$ cat config.mk
export PLATFORM = sky130hd
export DESIGN_NAME = dcache_2way
export DESIGN_NICKNAME = d
export VERILOG_FILES = /design/src/rtl/dcache_2way.sv
export SDC_FILE = /design/constraint.sdc
export NUM_CORES = 1
export LEC_CHECK = 0
export BUFFER_PORTS_ARGS = -buffer_cell sky130_fd_sc_hd__buf_2
export CORE_UTILIZATION = 24
export CTS_BUF_LIST = sky130_fd_sc_hd__clkbuf_8
export CTS_CLUSTER_DIAMETER = 40
export CTS_CLUSTER_SIZE = 30
export DETAILED_ROUTE_END_ITERATION = 16
export SYNTH_ARGS = -nofsm -noshare
export SYNTH_HDL_FRONTEND = slang
export SYNTH_SLANG_ARGS = --single-unit
$ cat constraint.sdc
create_clock -name clock -period 8 [get_ports clock]
set_clock_uncertainty 0.2 [all_clocks]
set_input_delay 1.6 -clock clock [delete_from_list [all_inputs] [get_ports clock]]
set_output_delay 1.6 -clock clock [all_outputs]
set_load 0.02 [all_outputs]
$ cat src/rtl/dcache_2way.sv
// dcache_2way: 2-way set-associative write-back, write-allocate data cache.
// Ports: clock/reset, byte-wide CPU port, block-wide memory port, hit/miss counters.
module dcache_2way #(
  parameter int ADDR_W      = 8,
  parameter int SETS        = 4,
  parameter int BLOCK_WORDS = 4,
  parameter int CNT_W       = 16
) (
  input  logic                                    clock,
  input  logic                                    reset,
  input  logic                                    cpu_read,
  input  logic                                    cpu_write,
  input  logic [ADDR_W-1:0]                       cpu_address,
  input  logic [7:0]                              cpu_writedata,
  output logic [7:0]                              cpu_readdata,
  output logic                                    busywait,
  output logic                                    mem_read,
  output logic                                    mem_write,
  output logic [ADDR_W-$clog2(BLOCK_WORDS)-1:0]   mem_address,
  output logic [8*BLOCK_WORDS-1:0]                mem_writedata,
  input  logic [8*BLOCK_WORDS-1:0]                mem_readdata,
  input  logic                                    mem_busywait,
  output logic [CNT_W-1:0]                        hit_count,
  output logic [CNT_W-1:0]                        miss_count
);

  localparam int OFF_W   = $clog2(BLOCK_WORDS);
  localparam int IDX_W   = $clog2(SETS);
  localparam int TAG_W   = ADDR_W - IDX_W - OFF_W;
  localparam int BLOCK_W = 8 * BLOCK_WORDS;

  typedef enum logic [1:0] {
    IDLE,
    WRITEBACK,
    FETCH,
    FILL
  } state_t;

  state_t state;

  logic [TAG_W-1:0]   tag_q  [2][SETS];
  logic [BLOCK_W-1:0] data_q [2][SETS];
  logic [SETS-1:0]    valid_q [2];
  logic [SETS-1:0]    dirty_q [2];
  // lru_q[set] names the way to evict next
  logic [SETS-1:0]    lru_q;

  logic               miss_pending;
  logic               victim;
  logic [BLOCK_W-1:0] fill_buf;

  logic [OFF_W-1:0]   off;
  logic [IDX_W-1:0]   idx;
  logic [TAG_W-1:0]   tag;
  logic [OFF_W+2:0]   bsel;
  logic               access;
  logic               match0;
  logic               match1;
  logic               hit;
  logic               miss;
  logic               hit_way;
  logic               victim_next;
  logic               victim_dirty;

  assign off    = cpu_address[OFF_W-1:0];
  assign idx    = cpu_address[OFF_W +: IDX_W];
  assign tag    = cpu_address[ADDR_W-1 -: TAG_W];
  assign bsel   = {off, 3'b000};
  assign access = cpu_read ^ cpu_write;

  assign match0 = valid_q[0][idx] && (tag_q[0][idx] == tag);
  assign match1 = valid_q[1][idx] && (tag_q[1][idx] == tag);

  assign hit     = (state == IDLE) && access && (match0 || match1);
  assign miss    = (state == IDLE) && access && !(match0 || match1);
  assign hit_way = match1;

  assign busywait = (state != IDLE) || miss;

  assign cpu_readdata = (hit && cpu_read) ?
    data_q[hit_way][idx][bsel +: 8] : 8'h00;

  // Fill empty ways first, then evict the least recently used one
  assign victim_next = !valid_q[0][idx] ? 1'b0 :
                       !valid_q[1][idx] ? 1'b1 : lru_q[idx];
  assign victim_dirty = valid_q[victim_next][idx] &&
                        dirty_q[victim_next][idx];

  always_ff @(posedge clock) begin
    if (reset) begin
      state         <= IDLE;
      valid_q[0]    <= '0;
      valid_q[1]    <= '0;
      dirty_q[0]    <= '0;
      dirty_q[1]    <= '0;
      lru_q         <= '0;
      hit_count     <= '0;
      miss_count    <= '0;
      miss_pending  <= 1'b0;
      victim        <= 1'b0;
      fill_buf      <= '0;
      mem_read      <= 1'b0;
      mem_write     <= 1'b0;
      mem_address   <= '0;
      mem_writedata <= '0;
    end else begin
      unique case (state)
        IDLE: begin
          if (hit) begin
            if (cpu_write) begin
              data_q[hit_way][idx][bsel +: 8] <= cpu_writedata;
              dirty_q[hit_way][idx]           <= 1'b1;
            end
            lru_q[idx] <= ~hit_way;
            // The retried access of a refilled miss is not a hit
            if (miss_pending)
              miss_pending <= 1'b0;
            else if (hit_count != '1)
              hit_count <= hit_count + CNT_W'(1);
          end else if (miss) begin
            miss_pending <= 1'b1;
            victim       <= victim_next;
            if (miss_count != '1)
              miss_count <= miss_count + CNT_W'(1);
            if (victim_dirty) begin
              state         <= WRITEBACK;
              mem_write     <= 1'b1;
              mem_address   <= {tag_q[victim_next][idx], idx};
              mem_writedata <= data_q[victim_next][idx];
            end else begin
              state       <= FETCH;
              mem_read    <= 1'b1;
              mem_address <= cpu_address[ADDR_W-1:OFF_W];
            end
          end
        end
        WRITEBACK: begin
          if (!mem_busywait) begin
            state         <= FETCH;
            mem_write     <= 1'b0;
            mem_writedata <= '0;
            mem_read      <= 1'b1;
            mem_address   <= cpu_address[ADDR_W-1:OFF_W];
          end
        end
        FETCH: begin
          if (!mem_busywait) begin
            state       <= FILL;
            mem_read    <= 1'b0;
            mem_address <= '0;
            fill_buf    <= mem_readdata;
          end
        end
        FILL: begin
          data_q[victim][idx]  <= fill_buf;
          tag_q[victim][idx]   <= tag;
          valid_q[victim][idx] <= 1'b1;
          dirty_q[victim][idx] <= 1'b0;
          state                <= IDLE;
        end
        default: state <= IDLE;
      endcase
    end
  end

endmodule

Word-level counts from Yosys, hierarchy flattened

Memories as Yosys holds them, arrays and structs flattened.
Cells that the tools add are included.

Register bits after elaboration: 112
Latch bits: 0
RAM bits: 304
Bits in read-only memories: 0
Memories: 4

Memories:

| name    | depth | bits a word | read ports | clocked after memory_dff | write ports | RTL line | source |
|---|---|---|---|---|---|---|---|
| data_q  | 2     | 128         | 2          | 0                        | 1           | 42       | `logic [BLOCK_W-1:0] data_q [2][SETS];` |
| tag_q   | 2     | 16          | 3          | 0                        | 1           | 41       | `logic [TAG_W-1:0] tag_q [2][SETS];` |
| dirty_q | 2     | 4           | 1          | 0                        | 2           | 44       | `logic [SETS-1:0] dirty_q [2];` |
| valid_q | 2     | 4           | 3          | 0                        | 2           | 43       | `logic [SETS-1:0] valid_q [2];` |

$add $sub $neg: 3
Multipliers: 0
Divide/modulo/power cells: 0
Magnitude comparators: 4
Equal/unequal tests: 13
Shift operators: 3
Multiplexer cells: 91
Bitwise logic cells: 6
Reduce and logical (&&, ||, !) cells: 31

Operators with widths:

| operator               | count |
|---|---|
| $mux 128               | 4 |
| $mux 32                | 10 |
| $bmux 32 s2            | 2 |
| $demux 32 s2           | 2 |
| $reduce_or 128->1      | 1 |
| $pmux 32 s2            | 1 |
| $mux 4                 | 15 |
| $add 16x1->16 const B  | 2 |
| $ne 16x16->1 const B   | 2 |
| $shift 8x7->32 const A | 1 |
| $shiftx 32x6->8        | 1 |
| $shiftx 8x7->32        | 1 |
| $mux 1                 | 30 |
| $mux 6                 | 5 |
| $bmux 4 s2             | 3 |
| $pmux 6 s3             | 1 |
| $mux 16                | 1 |
| $ne 2x2->1 const B     | 6 |
| $reduce_and 4->1       | 3 |
| $reduce_or 4->1        | 3 |
| $bmux 1 s2             | 5 |
| $mux 2                 | 5 |
| $reduce_and 5->1       | 2 |
| $logic_and 1x1->1      | 9 |
| 26 further kinds       | 36 |

Logic depth before layout (Yosys ltp)

Depth in word-level cells: 15
Gate-level depth with buffers: 12
Mapped depth without buffers: 8

Worst setup path after synthesis

Ideal clock, no wire load.

Path kind: input to output
Start: input port cpu_address[2]
End: output port cpu_readdata[2]
Arrival time: 4,086 ps
Path slack: 2,114 ps
Stages on the path: 7
Path through: buf_6 buf_4 clkbuf_1 buf_1 mux4_2 mux4_1 a22o_1

Longest elaborated chain between the ends: 12
Elaborated cells on any way between the ends: 24
Those cells by class: eq/ne (2); shift (1); mux (14); bitwise (1); reduce/logical (5); memory (1)

Ends and longest elaborated chain:

| element                                     | RTL line   | source |
|---|---|---|
| start: declaration                          | 13         | `input logic [ADDR_W-1:0] cpu_address,` |
| $not 2->3 (implied by the code)             | 71, 72, 81 |  |
| $bmux 4 s2                                  | 72         | `assign match1 = valid_q[1][idx] && (tag_q[1][idx] == tag);` |
| $mux 4 (implied by the code) (2 in series)  | 72         |  |
| $eq 4x4->1                                  | 72         |  |
| $logic_and 1x1->1                           | 72         |  |
| $mem_v2 2x128                               | n/a        |  |
| $bmux 32 s2                                 | 81         | `data_q[hit_way][idx][bsel +: 8] : 8'h00;` |
| $mux 32 (implied by the code) (2 in series) | 81         |  |
| $shiftx 32x6->8                             | 81         |  |
| $mux 8 (*)                                  | 80         | `assign cpu_readdata = (hit && cpu_read) ?` |
| end: declaration                            | 15         | `output logic [7:0] cpu_readdata,` |

Every way passes the cells marked *; elsewhere a longest branch is shown, timed or not. The select of a mux whose other input is x is not followed.

Worst setup path in the final report

Start: input port cpu_address[2]
End: output port cpu_readdata[1]

The elaborated chain is that of the path after synthesis.

==> key figures <==
Clocking
  – Max clock buf depth: 3
  – Post-CTS Resized: 0
  – Clock Pin Slew Worst Setup and Hold Paths: approximately 0.10 ns
  – TritonCTS buffer count: slightly above 40
  – CTS root buffer: clkbuf_8
  – # hold bufs at CTS: 0
  – CTS tree: done
  – Number of setup buffers added after CTS: 0
  – Clk_lat worst skew: around 0.63 ns
  – TritonCTS sink count: 416
  – H-tree level count: 2

Timing
  – Worst Tran Pin Value: around 1.3 ns
  – Final WS setup: about 1.0 ns
  – Final period util: ~87%
  – Rel. slew slack: between 10 and 15%
  – Setup TNS: 0 ns
  – Max-slew violation count: 0
  – Number of setup violations in the final report: 0
  – Max Clk Rate: around 0.14 GHz
  – Final hold violations: 0
  – Min Tclk post-route: between 6 and 7 ns
  – RSZ-0062 raised after global routing: no

Synthesis
  – Synth area leader: edfxtp_1
  – EDFF count, synth: around 300
  – Synth Area per Inst: 12.5 um2
  – Register area share after synthesis: about three fifths
  – Multiplexer share of the synthesized area: 14.9%
  – Syn Nets: 1,604
  – Post-Synth XOR/XNOR Area: 0.503%
  – Area share of the largest cell type after synthesis: between 40% and 50%
  – Syn Inst Count: 1,539
  – Async SR Flop Fraction: 0%
  – Post-synth top flop: edfxtp_1
  – Largest family of logic cells by synthesized area: multiplexers
  – Post-Synth Simple-Gate Area: between 10% and 20%
  – Post-Synth Adder-Cell Area: less than 1%
  – Area fraction in compound gates after synthesis: approximately 8.5%
  – Mapped cell area: 19,200 um2
  – Synthesis-stage register bit count: roughly 420
  – Yosys warning count: 0
  – Top post-synthesis cells by area: edfxtp_1 (46%), dfxtp_1 (13%), mux4_2 (9.8%)
  – Post-synthesis cell type count: between 50 and 60

Worst setup path
  – Worst Setup End Kind: output port
  – Crit path cell chain: buf_4, mux4_2, xor2_1, or3_4, or2_1, buf_4, a21oi_1, buf_4, and3_1, a22o_1, buf_2
  – Worst r2r dst: data_q[1][29]
  – R2r worst-path depth: 7
  – Worst R2R Start: tag_q[1][1]
  – Worst setup SP type: input port
  – WS Path Type: input port to output port
  – Reg-to-reg setup timing slack: between 3 and 4 ns
  – CP required: just over 6 ns
  – Critical Path Fanout Max: 34
  – Max stage delay on crit path: 0.61 ns
  – Slowest CP cell: mux4_2
  – Critical Path Most Common Cell: buf_4
  – CP Data Arrival Time: between 5 and 6 ns

Hold path
  – Hold Path Class: flip-flop to flip-flop
  – Hold path cells: 2
  – Hold EP: fill_buf[25]
  – Min-delay src: fill_buf[25]

Pwr
  – PD cells: roughly 230 nW/um2
  – Max VDD drop: ~100 uV
  – LEAKAGE: a little under 8 nW
  – Pwr Total: 5.15 mW

Global route
  – GRT overflow: 0
  – First-pass GRT wire length: ~88 mm
  – Vias in the first global route: ~14k
  – Largest net degree at the start of global routing: 87
  – Antenna violations before repair: 11
  – Gr usage total: roughly 14%

Placed design
  – GPL Wtd Cong: 0.848
  – IO Port Bufs: ~130
  – Detailed placer's ending HPWL: between 40 and 50 mm
  – Place WS: between 1 and 1.5 ns

Drt
  – Final ANT Viol Nets: 0
  – Initial DRC count: 1,169
  – Top layer in use: met5
  – Met2 wire len: 29.6 mm
  – Routed length on met3: about 3.6 mm
  – Vias per cell: about 5.0
  – First-pass DRT Iterations: 5
  – Post-route DRC: 0
  – Via count: about 14k
  – DR WL/cell: 21.9 um
  – Drt total wl: between 50 and 60 mm
  – Wl on met1: 23.3 mm

Job
  – Max-Cap Viols: 0

Die
  – Io pins: approximately 130
  – Row count: just over 100
  – Die Area: a little over 80,000 um2
  – Core ar.: a little under 80,000 um2
  – Die width: 285 um
  – Starting Density: 24.3%
  – Die Y: approximately 280 um

Cells and area
  – Layout net count: ~1.7k
  – Share of post-route cells with drive strength above 1: about a fifth
  – Syn-to-layout area delta: 14.4%

Run status
  – Outcome: finished, final reports clean
==> state kept, by name, indices dropped and copies added, names as in the netlist, 2 cells and up <==
register / count
tag_q: 32
state: 2
lru_q: 4
miss_count: 16
mem_address: 6
valid_q: 8
data_q: 256
dirty_q: 8
hit_count: 16
mem_writedata: 32
fill_buf: 32
==> critical path, delay by kind of cell <==
kind                   cells  cell delay [ns]
XOR/XNOR                   1             0.16
AND/OR/NAND/NOR            3             1.08
multiplexers               1             0.61
AO/OA/AOI/OAI              2             0.56
buffers and inverters      4             1.14
==> routing by layer <==
metal / GRT usage [%] / up-vias
met5: 0 / -
li1: - / 6033
met1: 16.9 / 6827
met4: 7.69 / 2
met3: 2.18 / 148
met2: 25.1 / 529
==> stage by stage <==
step                util (%)  std cells  hold slack (ns)  area, um2
CTS                     27.7       2710            0.264      21900
global placement        26.5       2634            0.230      20900
floorplan                  -       1539            0.221      19200
finish                  27.8       2716            0.263      21900
detailed placement      26.5       2634            0.240      20900
global route            27.8       2716            0.279      21900
==> placed cells by master, fill, tap and decap left out, types with 4 or more instances in the layout <==
| cell | count |
|---|---|
| nand3_1 | 85 |
| o21ai_0 | 20 |
| mux4_1 | 7 |
| inv_12 | 4 |
| nand2_1 | 315 |
| inv_8 | 8 |
| or3_1 | 15 |
| or4_1 | 15 |
| clkinvlp_4 | 4 |
| xor2_1 | 7 |
| o21a_1 | 4 |
| nor4_1 | 4 |
| nor3_1 | 5 |
| nor2_4 | 4 |
| diode_2 | 6 |
| clkinv_8 | 5 |
| a311oi_1 | 6 |
| a22o_1 | 40 |
| a32oi_1 | 32 |
| inv_1 | 13 |
| xnor2_1 | 4 |
| nand4_1 | 39 |
| nand2b_1 | 7 |
| ha_1 | 12 |
| a21o_1 | 25 |
| mux2i_1 | 75 |
| buf_2 | 131 |
| nor2_1 | 47 |
| o31ai_1 | 14 |
| mux2_2 | 5 |
| and3_1 | 9 |
| a21oi_1 | 78 |
| mux4_2 | 83 |
| clkbuf_8 | 41 |
| and2_1 | 4 |
| dfxtp_1 | 120 |
| edfxtp_1 | 296 |
| buf_4 | 26 |
==> synth_stat cells (13+ instances only) <==
cell	n
o21ai_0	20
nand4_1	39
a32oi_1	32
a21oi_1	78
mux2i_1	75
nor2_1	49
clkbuf_1	75
o31ai_1	14
buf_1	15
inv_1	13
mux4_2	83
edfxtp_1	296
dfxtp_1	120
nand2_1	315
a21o_1	25
a22o_1	40
or3_1	15
or4_1	15
nand3_1	85
==> cells by family (layout without fill, tap and decap cells) <==
logic type / Yosys count / count (layout)
AOI/OAI and AO/OA: 235 / 235
adders and majority gates: 12 / 12
muxes: 170 / 170
xor gates and xnor gates: 11 / 11
DFF: 416 / 416
and+or+nand+nor: 570 / 570
buffers and inverters: 125 / 246
other: 0 / 6
==> final cells by class <==
cell class	instances	area [um2]
Antenna cell	6	15.0
Sequential cell	416	11300
Clock inverter	35	448
Multi-Input combinational cell	998	7400
Clock buffer	41	564
Fill cell	7956	57100
Timing Repair Buffer	157	851
Inverter	13	48.8
Tap cell	1050	1310
==> how the worst max path moves through the flow <==
| stage | startpoint | endpoint | slack (ns) | cells past startpoint |
|---|---|---|---|---|
| 6_report | cpu_address[2] | cpu_readdata[1] | 1.02 | 11 |
| 5_1_grt | cpu_address[2] | cpu_readdata[1] | 0.89 | 11 |
| 4_1_cts | cpu_address[2] | cpu_readdata[1] | 1.01 | 11 |
| 3_5_place_dp | cpu_address[2] | cpu_readdata[1] | 1.02 | 11 |
| 3_3_place_gp | cpu_address[2] | cpu_readdata[1] | 1.11 | 11 |
| 2_1_floorplan | cpu_address[2] | cpu_readdata[2] | 2.11 | 7 |
==> power by group <==
group          leakage, nW  internal, mW  switching [mW]
Sequential            3.71          2.44          0.0883
Combinational         3.51         0.347           0.685
Clock                0.503         0.665           0.922
Power figures use the tool's default switching activity.
